## src/rtl/accel_spi_reader.sv

```systemverilog
// SPI master for the ADXL362: enables measurement mode once, then polls XDATA/YDATA
// at a fixed rate and publishes them as a coherent pair with a one-cycle valid strobe.
module accel_spi_reader #(
    parameter int unsigned CLK_DIV        = 4,
    parameter int unsigned POWERUP_CYCLES = 180000,
    parameter int unsigned POLL_CYCLES    = 360000,
    parameter int unsigned CS_GAP         = 8
) (
    input  logic       pixel_clk,
    input  logic       rst_n,
    output logic       spi_sclk,
    output logic       spi_cs_n,
    output logic       spi_mosi,
    input  logic       spi_miso,
    output logic [7:0] accel_data_x,
    output logic [7:0] accel_data_y,
    output logic       accel_valid,
    output logic       cfg_done
);

    localparam int unsigned DIV_W    = 8;
    localparam int unsigned BIT_W    = 5;
    localparam int unsigned WAIT_MAX = (POWERUP_CYCLES > CS_GAP) ? POWERUP_CYCLES : CS_GAP;
    localparam int unsigned CNT_W    = $clog2(WAIT_MAX + 1);
    localparam int unsigned POLL_W   = $clog2(POLL_CYCLES + 1);

    localparam logic [23:0] CFG_FRAME = 24'h0A_2D_02;
    localparam logic [23:0] RDX_FRAME = 24'h0B_08_00;
    localparam logic [23:0] RDY_FRAME = 24'h0B_09_00;

    typedef enum logic [2:0] {
        PWRUP, CFG, GAP_CFG, RD_X, GAP_XY, RD_Y, PUBLISH, WAIT
    } state_t;

    state_t              state_q, state_d;
    logic [CNT_W-1:0]    cnt_q, cnt_d;
    logic [POLL_W-1:0]   poll_q, poll_d;
    logic [DIV_W-1:0]    div_q, div_d;
    logic [BIT_W-1:0]    bit_q, bit_d;
    logic [23:0]         tx_q, tx_d;
    logic [7:0]          rx_q, rx_d;
    logic [7:0]          shadow_x_q, shadow_x_d;
    logic [7:0]          shadow_y_q, shadow_y_d;
    logic [7:0]          data_x_q, data_x_d;
    logic [7:0]          data_y_q, data_y_d;
    logic                sclk_q, sclk_d;
    logic                cs_n_q, cs_n_d;
    logic                mosi_q, mosi_d;
    logic                valid_q, valid_d;
    logic                cfg_done_q, cfg_done_d;
    logic                xfer_active_c;
    logic                xfer_last_c;
    logic                start_c;
    logic [23:0]         frame_c;

    always_ff @(posedge pixel_clk or negedge rst_n) begin
        if (!rst_n) begin
            state_q    <= PWRUP;
            cnt_q      <= '0;
            poll_q     <= '0;
            div_q      <= '0;
            bit_q      <= '0;
            tx_q       <= '0;
            rx_q       <= '0;
            shadow_x_q <= '0;
            shadow_y_q <= '0;
            data_x_q   <= '0;
            data_y_q   <= '0;
            sclk_q     <= 1'b0;
            cs_n_q     <= 1'b1;
            mosi_q     <= 1'b0;
            valid_q    <= 1'b0;
            cfg_done_q <= 1'b0;
        end else begin
            state_q    <= state_d;
            cnt_q      <= cnt_d;
            poll_q     <= poll_d;
            div_q      <= div_d;
            bit_q      <= bit_d;
            tx_q       <= tx_d;
            rx_q       <= rx_d;
            shadow_x_q <= shadow_x_d;
            shadow_y_q <= shadow_y_d;
            data_x_q   <= data_x_d;
            data_y_q   <= data_y_d;
            sclk_q     <= sclk_d;
            cs_n_q     <= cs_n_d;
            mosi_q     <= mosi_d;
            valid_q    <= valid_d;
            cfg_done_q <= cfg_done_d;
        end
    end

    always_comb begin
        state_d       = state_q;
        cnt_d         = cnt_q;
        poll_d        = poll_q + POLL_W'(1);
        div_d         = div_q;
        bit_d         = bit_q;
        tx_d          = tx_q;
        rx_d          = rx_q;
        shadow_x_d    = shadow_x_q;
        shadow_y_d    = shadow_y_q;
        data_x_d      = data_x_q;
        data_y_d      = data_y_q;
        sclk_d        = sclk_q;
        cs_n_d        = cs_n_q;
        mosi_d        = mosi_q;
        valid_d       = 1'b0;
        cfg_done_d    = cfg_done_q;
        xfer_last_c   = 1'b0;
        start_c       = 1'b0;
        frame_c       = '0;
        xfer_active_c = (state_q == CFG) || (state_q == RD_X) || (state_q == RD_Y);

        // Bit engine: SCLK toggles every CLK_DIV cycles; sample on rise, shift on fall
        if (xfer_active_c) begin
            if (div_q == DIV_W'(CLK_DIV - 1)) begin
                div_d = '0;
                if (!sclk_q) begin
                    sclk_d = 1'b1;
                    if (bit_q >= BIT_W'(16)) begin
                        rx_d = {rx_q[6:0], spi_miso};
                    end
                end else begin
                    sclk_d = 1'b0;
                    if (bit_q == BIT_W'(23)) begin
                        xfer_last_c = 1'b1;
                        cs_n_d      = 1'b1;
                        mosi_d      = 1'b0;
                    end else begin
                        bit_d  = bit_q + BIT_W'(1);
                        tx_d   = tx_q << 1;
                        mosi_d = tx_q[22];
                    end
                end
            end else begin
                div_d = div_q + DIV_W'(1);
            end
        end

        case (state_q)
            PWRUP: begin
                if (cnt_q == CNT_W'(POWERUP_CYCLES - 1)) begin
                    state_d = CFG;
                    start_c = 1'b1;
                    frame_c = CFG_FRAME;
                end else begin
                    cnt_d = cnt_q + CNT_W'(1);
                end
            end
            CFG: begin
                if (xfer_last_c) begin
                    cfg_done_d = 1'b1;
                    cnt_d      = '0;
                    state_d    = GAP_CFG;
                end
            end
            GAP_CFG, GAP_XY: begin
                if (cnt_q == CNT_W'(CS_GAP - 1)) begin
                    start_c = 1'b1;
                    if (state_q == GAP_CFG) begin
                        state_d = RD_X;
                        frame_c = RDX_FRAME;
                        poll_d  = '0;
                    end else begin
                        state_d = RD_Y;
                        frame_c = RDY_FRAME;
                    end
                end else begin
                    cnt_d = cnt_q + CNT_W'(1);
                end
            end
            RD_X: begin
                if (xfer_last_c) begin
                    shadow_x_d = rx_q;
                    cnt_d      = '0;
                    state_d    = GAP_XY;
                end
            end
            RD_Y: begin
                if (xfer_last_c) begin
                    shadow_y_d = rx_q;
                    state_d    = PUBLISH;
                end
            end
            PUBLISH: begin
                data_x_d = shadow_x_q;
                data_y_d = shadow_y_q;
                valid_d  = 1'b1;
                state_d  = WAIT;
            end
            WAIT: begin
                if (poll_q == POLL_W'(POLL_CYCLES - 1)) begin
                    state_d = RD_X;
                    start_c = 1'b1;
                    frame_c = RDX_FRAME;
                    poll_d  = '0;
                end
            end
            default: state_d = PWRUP;
        endcase

        // cs_n falls with the first MOSI bit already on the wire
        if (start_c) begin
            cs_n_d = 1'b0;
            sclk_d = 1'b0;
            tx_d   = frame_c;
            mosi_d = frame_c[23];
            div_d  = '0;
            bit_d  = '0;
            rx_d   = '0;
        end
    end

    assign spi_sclk     = sclk_q;
    assign spi_cs_n     = cs_n_q;
    assign spi_mosi     = mosi_q;
    assign accel_data_x = data_x_q;
    assign accel_data_y = data_y_q;
    assign accel_valid  = valid_q;
    assign cfg_done     = cfg_done_q;

endmodule

```

## config.mk

```make
export PLATFORM = sky130hd
export DESIGN_NAME = accel_spi_reader
export DESIGN_NICKNAME = d
export VERILOG_FILES = /design/src/rtl/accel_spi_reader.sv
export SDC_FILE = /design/constraint.sdc
export NUM_CORES = 1
export LEC_CHECK = 0
export ABC_CLOCK_PERIOD_IN_PS = 2250
export CAP_MARGIN = 30
export CORE_MARGIN = 5
export CORE_UTILIZATION = 50
export CTS_BUF_LIST = sky130_fd_sc_hd__clkbuf_4
export DETAILED_ROUTE_END_ITERATION = 10
export PLACE_DENSITY = 0.7
export SETUP_SLACK_MARGIN = 0.5
export SYNTH_ARGS = -nofsm -noshare
export SYNTH_HDL_FRONTEND = slang
export SYNTH_SLANG_ARGS = --single-unit
```

## constraint.sdc

```tcl
create_clock -name pixel_clk -period 2.25 [get_ports pixel_clk]
set_clock_uncertainty 0.2 [all_clocks]
set_input_delay 0.45 -clock pixel_clk [delete_from_list [all_inputs] [get_ports pixel_clk]]
set_output_delay 0.45 -clock pixel_clk [all_outputs]
set_load 0.03 [all_outputs]
```

# Word-level counts from Yosys, hierarchy flattened
# Index checks and enable logic that the tools add are counted.
word_totals:
  out_inout_bits: 21
  reg_bits: 121
  in_bits: 3
  word_cells: 127
classes:
  n_reduce_logical: 21
  eq_ne: 23
  addsub: 4
  magnitude_cmp: 1
  muxes: 62
op_table:
  columns: ["cell", "count"]
  rows:
  - ["23-bit 2-to-1 mux", 5]
  - ["8-bit 2-to-1 mux", 8]
  - ["20-bit 2-to-1 mux", 3]
  - ["20-bit one-hot mux with 3 select lines", 1]
  - ["19-bit 2-to-1 mux", 3]
  - ["18-bit 2-to-1 mux", 3]
  - ["18-bit one-hot mux with 3 select lines", 1]
  - ["19-bit one-hot mux with 2 select lines", 1]
  - ["5-bit 2-to-1 mux", 5]
  - ["1-bit 2-to-1 mux", 22]
  - ["3-bit 2-to-1 mux", 7]
  - ["3-bit one-hot mux with 7 select lines", 1]
  - ["19-bit by 1-bit adder with 19-bit output (second input constant)", 1]
  - ["19-bit equality test (second input constant)", 1]
  - ["18-bit by 1-bit adder with 18-bit output (second input constant)", 1]
  - ["18-bit equality test (second input constant)", 1]
  - ["18-bit by 3-bit equality test with 1-bit output (second input constant)", 1]
  - ["2-bit inequality test (second input constant)", 9]
  - ["4-bit AND reduction", 4]
  - ["3-bit equality test (second input constant)", 4]
  - ["2-bit nonzero test", 5]
  - ["9-bit 2-to-1 mux", 1]
  - ["8-bit by 1-bit adder with 8-bit output (second input constant)", 1]
  - ["8-bit by 2-bit equality test with 1-bit output (second input constant)", 1]
  - ["other kinds (14)", 21]

# Longest topological paths before layout
logic_depth:
  depth_word: 7
  mapped_depth: 9
  ltp_nobuf: 7

# Worst setup path after synthesis
# No wires, ideal clock.
synth_path:
  path_kind: "register -> register"
  from: "register div_q[0]"
  to: "register shadow_y_q[0]"
  period_less_slack_ps: 2484
  stages_incl_launch_ff: 10
  n_path_buf: 2
  required_ps: 1925
  path_slack_ps: -234
  setup_time_ps: 125
  t_arrival_ps: 2159
  cell_sequence: "dfrtp_1 > ha_1 > or4b_1 > nor4_2 > buf_4 > nand2_2 > nor3_4 > and2b_1 > buf_6 > mux2_4"
synth_between:
  elab_chain_len: 4
synth_rtl:
  columns: ["item", "line", "source"]
  rows:
  - ["start: declaration", "38", "logic [DIV_W-1:0] div_q, div_d;"]
  - ["start signal: assignment", "78", "div_q <= div_d;"]
  - ["8-bit by 2-bit equality test with 1-bit output", "118", "if (div_q == DIV_W'(CLK_DIV - 1)) begin"]
  - ["1-bit 2-to-1 mux", "118", null]
  - ["1-bit 2-to-1 mux", "117", "if (xfer_active_c) begin"]
  - ["2-bit AND reduction (no line)", null, null]
  - ["end signal: assignment", "83", "shadow_y_q <= shadow_y_d;"]
  - ["end: declaration", "43", "logic [7:0] shadow_y_q, shadow_y_d;"]
# No other way between the ends.
# A chain may end at the register's enable or synchronous reset.

# Worst setup path in the final report
layout_path:
  from: "register div_q[0]"
  to: "register tx_q[8]"
layout_between:
  elab_chain_len: 3
layout_rtl:
  columns: ["item", "line", "source"]
  rows:
  - ["8-bit by 2-bit equality test with 1-bit output", "118", null]
  - ["2-bit nonzero test (no line)", null, null]
  - ["4-bit AND reduction (no line)", null, null]
  - ["end signal: assignment", "80", "tx_q <= tx_d;"]
  - ["end: declaration", "40", "logic [23:0] tx_q, tx_d;"]
# No other way between the ends.

==> metrics list <==
- The worst register-to-register path has a setup slack of -0.29 ns.
- Setup violations remaining at the end of the flow were counted as 63.
- For this design the static power due to leakage is 0.00361 uW.
* Number of nets in the synthesized netlist: approximately 540
- The synthesized design spends more area on one cell type than any other, namely dfrtp_1.
- Crit path time final: 2.54 ns
* Antenna Violating Nets Remaining: 0
- Post-synthesis to final-layout area growth: 37.7%
* Total Routing Usage GR: 21.2%
- Post-synthesis register bit count: 120
- For this block, the via count after detailed routing is between 4000 and 5000.
- Transition time of the tightest slew-check pin: 0.454 ns
- Dividing the detail-routed wire length by the instance count gives 16.8 um.
* Crit path DAT: 2.73 ns
- Violated checks: negative setup slack
* Height of the die: 115 um
- Sink Count: 120
- The floorplan has 38 rows.
- The flow ran to the end, but the final reports show violations.
* Number of antenna violations at the first check in global routing: 0
* Worst setup path category: register to register
* Part of the cycle the worst path needs: 113%
* 1st-pass router iterations: 5
* Number of different library cells in the post-synthesis netlist: 51
- TritonCTS created 17 clock buffers.
* Worst rel slew slack: 69.7%
* Top layer reached by signal wires: met4
* Register-to-Register Path Depth: 9
- The first routing iteration left 325 violations.
* Clk Tree Root Cell: clkbuf_4
- In this run the mean area of a mapped cell was 10.3 um^2.
* Unrepaired setup endpoints after global routing: true
- Maximum number of pins on one net before global-route repair: 48
* Worst reg2reg path endpoint: tx_q[8]
* Clock tree from TritonCTS: done
* Antenna cell count: 0
* Setup WS post-layout: -0.292 ns
- Overall routed net length: 13.7 mm
- With fillers left out, the area of the finished cells amounts to 7560 um^2.
* Setup total negative slack: -11.90 ns
- Routability-driven placement finished with a final weighted congestion of 0.892.
- Critical path startpoint category: register
* Starting Density: about half
* Path class of the lowest-slack min-delay path: input port to async pin
* Max-Cap Viols: 0
- After synthesis, the cell types taking the most area are dfrtp_1 (54%), nand2_1 (5.6%), mux2i_1 (4.7%).
- Clock Pin Slew Worst Setup and Hold Paths: 0.10 ns
- Endpoint required time on the critical path: 2.44 ns
- The H-tree was split into 4 levels.
- Highest fanout seen on the critical path: 8
* Number of vias per cell: roughly 5.5
- Worst vdd rail ir drop: 0.000351 V
- 24 I/O pins were placed.
- Input and output buffers added on the ports amount to 23.
- Area of the placeable core: 10800 um^2
- Routed met3 length: 692 um
- Number of buffers between clock root and the deepest sink: 2
- Summed over its instances, the top area cell type makes up 54.2% of the synthesized netlist area.
* Placed wire-length estimate after detailed placement: 7.94 mm
- R2R Path Start: div_q[0]
- DIE AREA: 13200 um^2
- Timing would allow up to around 390 MHz.
- The post-route netlist has 37.0% of its cells at a drive strength greater than 1.
- The share of the Yosys chip area taken by registers is 54.7%.
- The placed instances occupy a cell area of between 6000 and 7000 um^2.
- Worst skew pair latency: roughly 0.50 ns
* Global route overflow: 0
- For this design the ratio of total power to cell area is 483 nW/um^2.
- In this run the cell area of the synthesized design comes to 5500 um^2.
* Routed length on met2: roughly 6.8 mm
- Wire length the detailed router placed on met1: 6.01 mm
- Post-Synthesis Cells: between 500 and 600
* Endpoint class of the critical path: register
- Number of DRC violations after detailed routing: 0
* Number of global-route vias before repair: 4545
- Total count of max-transition violations in the final report: 0
- Across all hold checks on the routed design, the worst slack comes to 0.220 ns.
* X dimension of the die: ~110 um
- Wire length of the first global-routing pass: about 22 mm
- The final layout contains 668 nets.
* Number of warnings issued by yosys: 0
* Final hold violation count: 0
==> sequential cells by signal, indices dropped and copies added, names as in the netlist <==
| register | count |
|---|---|
| tx_q | 22 |
| poll_q | 19 |
| cnt_q | 18 |
| accel_data_x | 8 |
| accel_data_y | 8 |
| div_q | 8 |
| rx_q | 8 |
| shadow_x_q | 8 |
| shadow_y_q | 8 |
| bit_q | 5 |
| state_q | 3 |
| accel_valid | 1 |
| cfg_done | 1 |
| spi_cs_n | 1 |
| spi_mosi | 1 |
| spi_sclk | 1 |
==> metrics by stage <==
step / power [uW] / cells / utilization [%] / setup WS [ns]
after floorplan: 2200 / 531 / - / -0.233
after global placement: 2250 / 739 / 59.1 / -0.296
after detailed placement: 2260 / 739 / 59.1 / -0.377
after CTS: 3700 / 795 / 66.3 / -0.326
after global routing: 3810 / 813 / 70.1 / -0.411
final: 3660 / 813 / 70.1 / -0.292
==> layer usage <==
metal / global-route usage, % / up-vias
met5: 0 / -
met4: 6.89 / 0
met3: 5.68 / 22
met2: 34.6 / 123
met1: 27.6 / 2226
li1: - / 2120
==> what timing repair did <==
item                                    4_1_cts  5_1_grt
pin swaps                                    18       13
hold buffers                                  1        0
gates resized for setup                     199       49
gates cloned                                  5        4
setup buffers                                19       14
hold endpoints to repair                     25        0
endpoints found under the setup margin      124      141
==> synth_stat cells, drive strengths merged <==
cell type  instances
dfrtp            119
nand2             83
nor2              67
nand3             32
mux2i             26
o21ai             22
mux2              19
xor2              18
a21oi             16
buf               13
and3              12
nand4             11
xnor2             10
clkbuf             9
and4               8
nor3               8
inv                7
nor4               7
or3                7
ha                 4
nor2b              4
o31ai              4
nand4b             3
o22ai              3
a31oi              2
a41oi              2
nor4b              2
a2111oi            1
a211o              1
a211oi             1
a21o               1
a32oi              1
and2               1
and2b              1
and4b              1
clkinv             1
dfstp              1
nand3b             1
o21a               1
or4b               1
==> power breakdown <==
group,switching [uW],internal [uW]
combinational,44.4,10.2
clock,773,673
sequential,0.958,2160
==> critical path: stages, from the launching register on <==
cell,delay [ns]
dfrtp_1,0.37
ha_2,0.19
or4b_4,0.47
nor4_4,0.17
buf_4,0.19
and4_1,0.22
buf_6,0.17
mux2_4,0.31
nand2_1,0.07
nand3_1,0.07
==> cells by family (layout without fill, tap and decap cells) <==
logic type / count (synthesis) / after routing / synth area share, %
buffers and inverters: 30 / 172 / 3.05
AND/OR/NAND/NOR: 249 / 249 / 21.7
AO/OA/AOI/OAI: 55 / 55 / 5.99
XOR/XNOR: 28 / 28 / 4.46
multiplexers: 45 / 45 / 9.18
adder cells (fa/ha/maj): 4 / 4 / 0.911
flip-flops: 120 / 120 / 54.7
==> cells in the final DEF, fill, tap and decap left out, drive strengths merged, types with 2 or more instances in the layout <==
cell | netlist | routed
clkinv | 1 | 7
clkinvlp | 0 | 3
and4 | 8 | 8
o31ai | 4 | 4
clkbuf | 9 | 23
nor2 | 67 | 67
nor3 | 8 | 8
nor4 | 7 | 7
mux2i | 26 | 26
ha | 4 | 4
o22ai | 3 | 3
buf | 13 | 127
nand3 | 32 | 32
xor2 | 18 | 18
a21oi | 16 | 16
or3 | 7 | 7
nand4b | 3 | 3
mux2 | 19 | 19
dfrtp | 119 | 119
nor2b | 4 | 4
a31oi | 2 | 2
nand2 | 83 | 83
a41oi | 2 | 2
o21ai | 22 | 22
xnor2 | 10 | 10
and3 | 12 | 12
inv | 7 | 7
nand4 | 11 | 11
bufinv | 0 | 2
nor4b | 2 | 2
==> final cells by class <==
cell class	count	area (um^2)
fill	757	3230
clock inverter	11	108
sequential	120	3010
clock buffer	20	150
inverter	8	33.8
timing repair buffer	133	1390
multi-input combinational	381	2700
tap	140	175
==> worst max path at each step <==
stage / from / end / slack (ns)
global placement: div_q[0] / cnt_q[7] / -0.30
floorplan: div_q[0] / shadow_y_q[0] / -0.23
detailed placement: div_q[0] / tx_q[11] / -0.38
global route: div_q[0] / cnt_q[10] / -0.41
finish: div_q[0] / tx_q[8] / -0.29
CTS: div_q[0] / tx_q[8] / -0.33
No activity file was read; power rests on OpenSTA's default activity.
